===== src/rtl/instr_fetch.sv =====
// Instruction fetch unit: sequences instruction-memory reads, holds the fetched
// instruction until the decoder accepts it, and computes the next PC from either
// pc+1 or a 4-entry jump-target table, gated by opcode-selected flag conditions.
//
// Ports:
//   clk, reset              clock, asynchronous active-high reset
//   start, end_pc           begin execution at PC 0; first address past program
//   imem_en, imem_addr      instruction-memory read request
//   imem_data               read data, valid one cycle after imem_en
//   instr, instr_valid      fetched instruction handed to the decoder
//   instr_ready             decoder accept
//   pc                      address of the instruction in instr
//   branch, jump_sel        branch request and jump-table index for instr
//   flag_we, *_in, flags    ALU flag capture, registered {zero,sign,carry,ovf}
//   lut_we/idx/data         jump-target table write port
//   done                    program finished
module instr_fetch #(
  parameter int unsigned IW = 9,
  parameter int unsigned PW = 10
) (
  input  logic          clk,
  input  logic          reset,
  input  logic          start,
  input  logic [PW-1:0] end_pc,
  output logic          imem_en,
  output logic [PW-1:0] imem_addr,
  input  logic [IW-1:0] imem_data,
  output logic [IW-1:0] instr,
  output logic          instr_valid,
  input  logic          instr_ready,
  output logic [PW-1:0] pc,
  input  logic          branch,
  input  logic [1:0]    jump_sel,
  input  logic          flag_we,
  input  logic          zero_in,
  input  logic          sign_in,
  input  logic          carry_in,
  input  logic          ovf_in,
  output logic [3:0]    flags,
  input  logic          lut_we,
  input  logic [1:0]    lut_idx,
  input  logic [PW-1:0] lut_data,
  output logic          done
);

  localparam int unsigned OPW  = 4;
  localparam int unsigned NLUT = 4;

  localparam logic [OPW-1:0] OP_BEQ = 4'b1011;
  localparam logic [OPW-1:0] OP_BGE = 4'b1100;
  localparam logic [OPW-1:0] OP_BLE = 4'b1101;

  typedef enum logic [2:0] {
    S_IDLE,
    S_FETCH,
    S_WAIT,
    S_VALID,
    S_DONE
  } state_t;

  state_t         state;
  logic [PW-1:0]  lut [NLUT];
  logic [OPW-1:0] opcode;
  logic           cond;
  logic           taken;
  logic [PW-1:0]  next_pc;

  assign opcode = instr[IW-1 -: OPW];

  // Branch condition from opcode, evaluated on the registered flags only.
  always_comb begin
    cond = 1'b0;
    case (opcode)
      OP_BEQ:  cond = flags[3];
      OP_BGE:  cond = (flags[2] == flags[0]);
      OP_BLE:  cond = flags[3] | (flags[2] != flags[0]);
      default: cond = 1'b0;
    endcase
  end

  assign taken = branch & cond;

  // Table read uses the pre-edge contents, so a same-cycle write is not seen.
  assign next_pc = taken ? lut[jump_sel] : PW'(pc + PW'(1));

  // Control FSM with registered outputs; flags and table update in every state.
  always_ff @(posedge clk or posedge reset) begin
    if (reset) begin
      state       <= S_IDLE;
      pc          <= '0;
      instr       <= '0;
      instr_valid <= 1'b0;
      imem_en     <= 1'b0;
      imem_addr   <= '0;
      done        <= 1'b0;
      flags       <= '0;
      for (int i = 0; i < int'(NLUT); i++) lut[i] <= '0;
    end else begin
      if (flag_we) flags <= {zero_in, sign_in, carry_in, ovf_in};
      if (lut_we) lut[lut_idx] <= lut_data;

      case (state)
        S_IDLE, S_DONE: begin
          if (start) begin
            state     <= S_FETCH;
            pc        <= '0;
            imem_en   <= 1'b1;
            imem_addr <= '0;
            done      <= 1'b0;
          end
        end
        S_FETCH: begin
          state   <= S_WAIT;
          imem_en <= 1'b0;
        end
        S_WAIT: begin
          state       <= S_VALID;
          instr       <= imem_data;
          instr_valid <= 1'b1;
        end
        S_VALID: begin
          if (instr_ready) begin
            instr_valid <= 1'b0;
            pc          <= next_pc;
            if (next_pc == end_pc) begin
              state <= S_DONE;
              done  <= 1'b1;
            end else begin
              state     <= S_FETCH;
              imem_en   <= 1'b1;
              imem_addr <= next_pc;
            end
          end
        end
        default: begin
          state       <= S_IDLE;
          imem_en     <= 1'b0;
          instr_valid <= 1'b0;
          done        <= 1'b0;
        end
      endcase
    end
  end

endmodule


===== config.mk =====
export PLATFORM = sky130hd
export DESIGN_NAME = instr_fetch
export DESIGN_NICKNAME = d
export VERILOG_FILES = /design/src/rtl/instr_fetch.sv
export SDC_FILE = /design/constraint.sdc
export NUM_CORES = 1
export LEC_CHECK = 0
export BUFFER_PORTS_ARGS = -buffer_cell sky130_fd_sc_hd__buf_2
export CAP_MARGIN = 0
export CELL_PAD_IN_SITES_DETAIL_PLACEMENT = 1
export CELL_PAD_IN_SITES_GLOBAL_PLACEMENT = 2
export CORE_ASPECT_RATIO = 2
export CORE_MARGIN = 8
export CORE_UTILIZATION = 38
export CTS_BUF_LIST = sky130_fd_sc_hd__clkbuf_8
export DETAILED_ROUTE_END_ITERATION = 7
export HOLD_SLACK_MARGIN = 0.05
export PLACE_DENSITY_LB_ADDON = 0.1
export SETUP_SLACK_MARGIN = 0.05
export SLEW_MARGIN = 20
export SYNTH_ARGS = -nofsm -noshare
export SYNTH_HDL_FRONTEND = slang
export SYNTH_SLANG_ARGS = --single-unit

===== constraint.sdc =====
create_clock -name clk -period 2.83 [get_ports clk]
set_clock_uncertainty 0.15 [all_clocks]
set_input_delay 0.283 -clock clk [delete_from_list [all_inputs] [get_ports clk]]
set_output_delay 0.283 -clock clk [all_outputs]
set_load 0.005 [all_outputs]

==> results of run 1 <==
worst reg2reg max path, stage by stage (launching register included):
cell and delay, ps:
dfrtp_1 420, xnor2_2 230, buf_4 170, mux2i_4 310, nor2_4 120, o21ai_2 180
xor2_1 110, or3_4 420, o31ai_4 300, buf_12 170, o2bb2ai_1 110
power by group:
| group | leakage, nW | switching [mW] | total, mW | internal, mW |
|---|---|---|---|---|
| clock | 0.105 | 0.419 | 0.873 | 0.454 |
| combinational | 1.36 | 1.04 | 2.05 | 1.01 |
| sequential | 0.956 | 0.245 | 1.70 | 1.46 |
timing repair:
item | in CTS | in global routing
setup buffers | 1 | 4
hold buffers | 25 | 0
cloned | 0 | 1
pin swaps | 2 | 7
setup endpoints to repair | 12 | 12
gates resized for setup | 7 | 5
endpoints found under the hold margin | 87 | 0
flip-flops by register name (all words and copies together), names as in the netlist:
signal and count:
done 1, flags 4, pc 10, state 3
instr 9, instr_valid 1, lut 40, imem_addr 10
imem_en 1
synthesized netlist by cell type (2+ instances only):
master,count
dfrtp_1,79
mux2_2,53
nand2_1,30
a21oi_1,11
inv_1,11
nand3_1,11
o2bb2ai_1,10
xor2_1,10
mux4_1,7
o21ai_0,7
and3_1,6
nor2_1,6
nor3_1,6
xnor2_1,6
clkbuf_1,5
nand2b_1,4
o21ai_1,4
mux4_2,3
o21a_1,3
or2_2,3
a21o_1,2
buf_6,2
nand3b_1,2
nand4_1,2
nor3_4,2
or3_1,2
worst max-delay path by stage:
stage | depth (start not counted) | slack (ps) | startpoint | end
floorplan | 9 | 210 | flags[0] | imem_addr[0]
global placement | 10 | -20 | jump_sel[0] | imem_addr[5]
detailed placement | 10 | -80 | jump_sel[0] | imem_addr[0]
CTS | 9 | 60 | flags[2] | imem_addr[0]
global route | 10 | -90 | flags[0] | imem_addr[0]
finish | 10 | 70 | flags[0] | imem_addr[9]
layout by cell type (no fill, tap or decap), drive strengths merged, types with 2 or more instances in the layout:
cell type	n
nand2b	4
xor2	10
nor4	3
nand3b	2
o2bb2ai	10
o21a	3
dlygate4sd3	25
nand2	30
dfrtp	79
nand4	2
or3	2
mux2	55
nand4b	2
or2	4
xnor2	7
a21oi	12
mux4	10
a21o	2
a211oi	2
nand3	11
inv	10
nor2	7
and3	6
o21ai	11
clkbuf	11
clkinv	4
nor3	8
buf	112
routing by layer:
metal / global-route usage [%] / vias to the layer above / share of wire, %
met3: 3.65 / 17 / 3.6
met5: 0 / - / 0
met2: 33.8 / 61 / 60
met4: 5.37 / 0 / 2.6
li1: - / 1422 / -
met1: 16.8 / 1552 / 34
stage by stage:
stage                     utilization, %  std cells  setup WS (ps)  setup TNS, ps
after detailed placement            46.5        545          -82.5           -674
final                               52.1        592           67.6              0
after floorplan                        -        312            213              0
after global placement              46.5        545          -21.9           -184
after CTS                           51.5        587           55.8              0
after global routing                52.1        592          -89.8           -634
layout make-up:
type,count,share of cell area [%]
Clock inverter,5,1.07
Timing Repair Buffer,137,17.5
Multi-Input combinational cell,214,36.9
Sequential cell,79,37.7
Inverter,11,0.810
Tap cell,135,3.22
Clock buffer,11,2.88
cell families after synthesis:
family,synth area share [%]
muxes,22.3
and+or+nand+nor,12.3
xor gates and xnor gates,3.97
adders and majority gates,0.318
DFF,50.2
buffers and inverters,2.32
AOI/OAI and AO/OA,8.58
==> impl_metrics.csv, run 1 <==
group,metric,value,unit
worst_setup_path,cp_slowest_cell,"dfrtp_1",
synth,synth_warnings,0,
floorplanning,die_h,160,um
final_layout,drive_above_1_share,46.4,%
synth,synth_nets,357,
worst_setup_path,start_kind,"register",
worst_setup_path,r2r_end,"imem_addr[9]",
routing,drt_wl_total,11.4,mm
floorplanning,start_util,39.0,%
run_status,status,"complete, no violations",
power_and_ir_drop,powerDensity,880,nW/um2
timing,rsz0062_at_grt,"true",
final_layout,seqCellArea,1980,um2
timing,setup_violations,0,
clocking,htreeDepth,3,
hold_path,hold_start,"flag_we",
global_route,grt_pass1_vias,3536,
final_layout,multi_input_area,1940,um2
synth,ys_ff_latch,79,
worst_setup_path,max_stage_delay,420,ps
routing,drc,0,
clocking,numCtsBuffers,9,
timing,whs,93.9,ps
timing,drv_slew,0,
placed_design,dp_hpwl,8.79,mm
worst_setup_path,r2r_slack,70,ps
floorplanning,core,10100,um2
hold_path,hp-class,"in2reg",
synth,netlist_area,3940,um2
worst_setup_path,critical_path_class,"reg2reg",
routing,drt-wirelength-per-cell,19.2,um
flow_run,maxCapViolations,0,
worst_setup_path,r2r_start,"flags[0]",
power_and_ir_drop,ir_drop,0.402,mV
power_and_ir_drop,total_power,4.62,mW
final_layout,final_nets,497,
final_layout,fillers,1099,
clocking,clockBufferDepth,2,
clocking,cts-root-buf,"clkbuf_8",
hold_path,min_to,"flags[1]",
synth,synth_top_cell_by_area,"dfrtp_1",
floorplanning,dieArea,14100,um2
synth,ys_seq_area_share,50.2,%
hold_path,whs_path_depth,2,
floorplanning,pin_count,80,
worst_setup_path,cp_cell_sequence,"xnor2_2 -> buf_4 -> mux2i_4 -> nor2_4 -> o21ai_2 -> xor2_1 -> or3_4 -> o31ai_4 -> buf_12 -> o2bb2ai_1",
synth,yosys.cell_types.count,51,
timing,finalCritPeriodShare,97.6,%
power_and_ir_drop,p_leak,2.42,nW
placed_design,place.gp.congestion,0.824,
timing,finalHoldViolations,0,
worst_setup_path,end_kind,"register",
final_layout,area_delta_synth_final,33.5,%
routing,drtIter0Drc,73,
worst_setup_path,crit_path_max_fanout,8,
worst_setup_path,ff2ff_path_depth,10,
timing,slew_headroom,47.0,%
global_route,grt_overflow,0,
routing,viasPerCell,5.16,
clocking,cts.sinks,79,
global_route,grt_usage,17.3,%
global_route,grt_max_degree,45,
synth,synthCells,312,
timing,period_needed,2760,ps
placed_design,port_buffers,79,
synth,synth_top_area_share,50.2,%
clocking,clkTransAtPathRegs,80,ps
synth,syn_avg_cell_area,12.6,um2
timing,worst_pin_slew,795,ps
synth,synth-edff-count,0,
routing,firstDrtPassIters,4,
worst_setup_path,required,2960,ps
final_layout,design_area,5250,um2
timing,fmax,0.362,GHz
floorplanning,die_x,88.0,um
clocking,clk_latency,360,ps
final_layout,n_antenna_cell,0,
synth,synthArstFlopShare,100,%
global_route,grt_pass1_wl,18.4,mm
global_route,antenna_found_initial,0,
clocking,cts_tree,"yes",
synth,yosys-top-cells-area,"dfrtp_1, mux2_2, mux4_1",
worst_setup_path,critPathTopFamily,"compound AO/OA/AOI/OAI gates",
worst_setup_path,critical_path_buf_inv_count,2,
worst_setup_path,cp.arrival,2890,ps
routing,drtAntennaViolNets,0,
routing,num_vias,3052,
floorplanning,row_count,52,
placed_design,place_area,4690,um2
synth,synth_ff_type,"dfrtp_1",
Power figures use the tool's default switching activity.
==> run 2, diff against run 1 <==
Settings changed: PLACE_DENSITY_LB_ADDON 0.1 to 0.3, SKIP_LAST_GASP set to 1.
==> impl_metrics.csv, run 2 (same netlist as run 1, synthesis figures left out) <==
group,metric,value,unit
power_and_ir_drop,p_leak,2.48,nW
clocking,numCtsBuffers,9,
floorplanning,pin_count,80,
power_and_ir_drop,switching_share,36.8,%
final_layout,multi_input_area,2060,um2
timing,drv_slew,0,
placed_design,dp_hpwl,8.67,mm
floorplanning,row_count,52,
power_and_ir_drop,ir_drop,0.471,mV
worst_setup_path,cp.arrival,2930,ps
final_layout,fillers,1072,
final_layout,reg.largest.list,"lut: 40 flops, imem_addr: 10 flops, pc: 10 flops",
worst_setup_path,start_kind,"register",
routing,drc,0,
final_layout,n_antenna_cell,0,
routing,drtAntennaViolNets,0,
floorplanning,die_h,160,um
worst_setup_path,crit_path_max_fanout,5,
global_route,grt_overflow,0,
placed_design,pre_cts_slack,-103,ps
clocking,clk_latency,370,ps
timing,finalCritPeriodShare,98.4,%
worst_setup_path,cp_cell_sequence,"xnor2_4 -> mux2_4 -> buf_6 -> nand3_2 -> o21ai_2 -> xor2_2 -> or3_4 -> o31ai_4 -> buf_6 -> o2bb2ai_2",
routing,drtIter0Drc,89,
final_layout,drive_above_1_share,50.7,%
global_route,grt_pass1_vias,3418,
clocking,cts.sinks,79,
final_layout,largest_reg_flops,40,
timing,rsz0062_at_grt,"true",
clocking,clkTransAtPathRegs,80,ps
routing,firstDrtPassIters,7,
power_and_ir_drop,p_sw,1.83,mW
placed_design,place.gp.congestion,0.790,
timing,finalHoldViolations,0,
timing,worst_pin_slew,929,ps
worst_setup_path,cp_slowest_cell,"dfrtp_2",
final_layout,final_cell_mix,"buf_2, dfrtp_1, mux2_2",
timing,slew_headroom,38.0,%
worst_setup_path,end_kind,"register",
worst_setup_path,required,2980,ps
power_and_ir_drop,p_int,3.14,mW
placed_design,port_buffers,79,
floorplanning,start_util,39.0,%
timing,period_needed,2790,ps
worst_setup_path,max_stage_delay,450,ps
hold_path,hp-class,"in2reg",
power_and_ir_drop,p_seq_share,34.6,%
run_status,status,"complete, no violations",
routing,drt-wirelength-per-cell,20.2,um
power_and_ir_drop,pwr-share-clk,19.8,%
timing,setup_slack,44.1,ps
worst_setup_path,critical_path_buf_inv_count,2,
floorplanning,dieArea,14100,um2
global_route,grt_usage,17.7,%
final_layout,final_nets,499,
worst_setup_path,critPathTopFamily,"simple AND/OR/NAND/NOR gates",
power_and_ir_drop,powerDensity,915,nW/um2
timing,tns,0,ps
worst_setup_path,critical_path_class,"reg2reg",
global_route,antenna_found_initial,0,
routing,drt_wl_total,12.0,mm
worst_setup_path,cp_common_cell,"buf_6",
final_layout,max_flop_register,"lut",
flow_run,maxCapViolations,0,
clocking,htreeDepth,3,
routing,num_vias,3094,
timing,fmax,0.359,GHz
clocking,cts_tree,"yes",
clocking,cts-root-buf,"clkbuf_8",
floorplanning,die_x,88.0,um
power_and_ir_drop,p_comb_share,45.6,%
global_route,grt_pass1_wl,18.7,mm
timing,setup_violations,0,
floorplanning,core,10100,um2
routing,viasPerCell,5.22,
final_layout,seqCellArea,1980,um2
clocking,clockBufferDepth,2,
final_layout,final_util,53.8,%
global_route,grt_max_degree,42,
final_layout,area_delta_synth_final,38.0,%
final_layout,mostFrequentLayoutCell,"buf_2",
==> run 2: power groups by stage <==
stage	combinational [mW]	sequential, mW	clock, mW
6_report	2.27	1.72	0.981
5_1_grt	2.44	1.78	1.04
4_1_cts	2.00	1.71	1.01
3_5_place_dp	1.88	1.72	0
3_3_place_gp	1.83	1.70	0
2_1_floorplan	1.13	1.68	0
==> run 2: per-layer routing <==
layer  up-vias  track usage [%]  share of wire, %
li1       1423                -                 -
met1      1583             17.3                35
met3        24             3.60               3.3
met2        64             34.0                59
met4         0             6.55               3.0
met5         -                0                 0
==> run 2: path summary, 6_finish.rpt <==
kind / slack (ps) / from / depth (start not counted) / end
max in group asynchronous: 1320 / reset / 4 / lut[4]
setup reg to reg: 40 / flags[0] / 10 / imem_addr[0]
setup / recovery: 40 / flags[0] / 10 / imem_addr[0]
hold reg to reg: 350 / imem_addr[5] / 1 / imem_addr[5]
hold / removal: 80 / flag_we / 2 / flags[3]
min in group asynchronous: 520 / reset / 3 / flags[1]
==> run 2: what timing repair did <==
| action | 4_1_cts | 5_1_grt |
|---|---|---|
| gates resized for setup | 13 | 30 |
| pin swaps | 4 | 8 |
| buffers inserted | 2 | 9 |
| endpoints found under the setup margin | 11 | 14 |
| hold buffers | 25 | 0 |
| gates cloned | 1 | 0 |
| endpoints found under the hold margin | 90 | 0 |
==> run 2: cell type report <==
type	instances	share of cell area (%)
Clock buffer	12	3.04
Timing Repair Buffer	139	17.5
Tap cell	135	3.11
Sequential cell	79	36.5
Multi-Input combinational cell	214	37.9
Clock inverter	3	1.20
Inverter	11	0.760
==> run 2: through the flow <==
step           std cells  area, um2  power (mW)  hold slack [ps]
2_1_floorplan        312       3940        2.81              273
3_3_place_gp         541       4640        3.53              329
3_5_place_dp         541       4640        3.60              320
4_1_cts              584       5220        4.72             69.6
5_1_grt              593       5430        5.26             93.8
6_report             593       5430        4.97             78.5
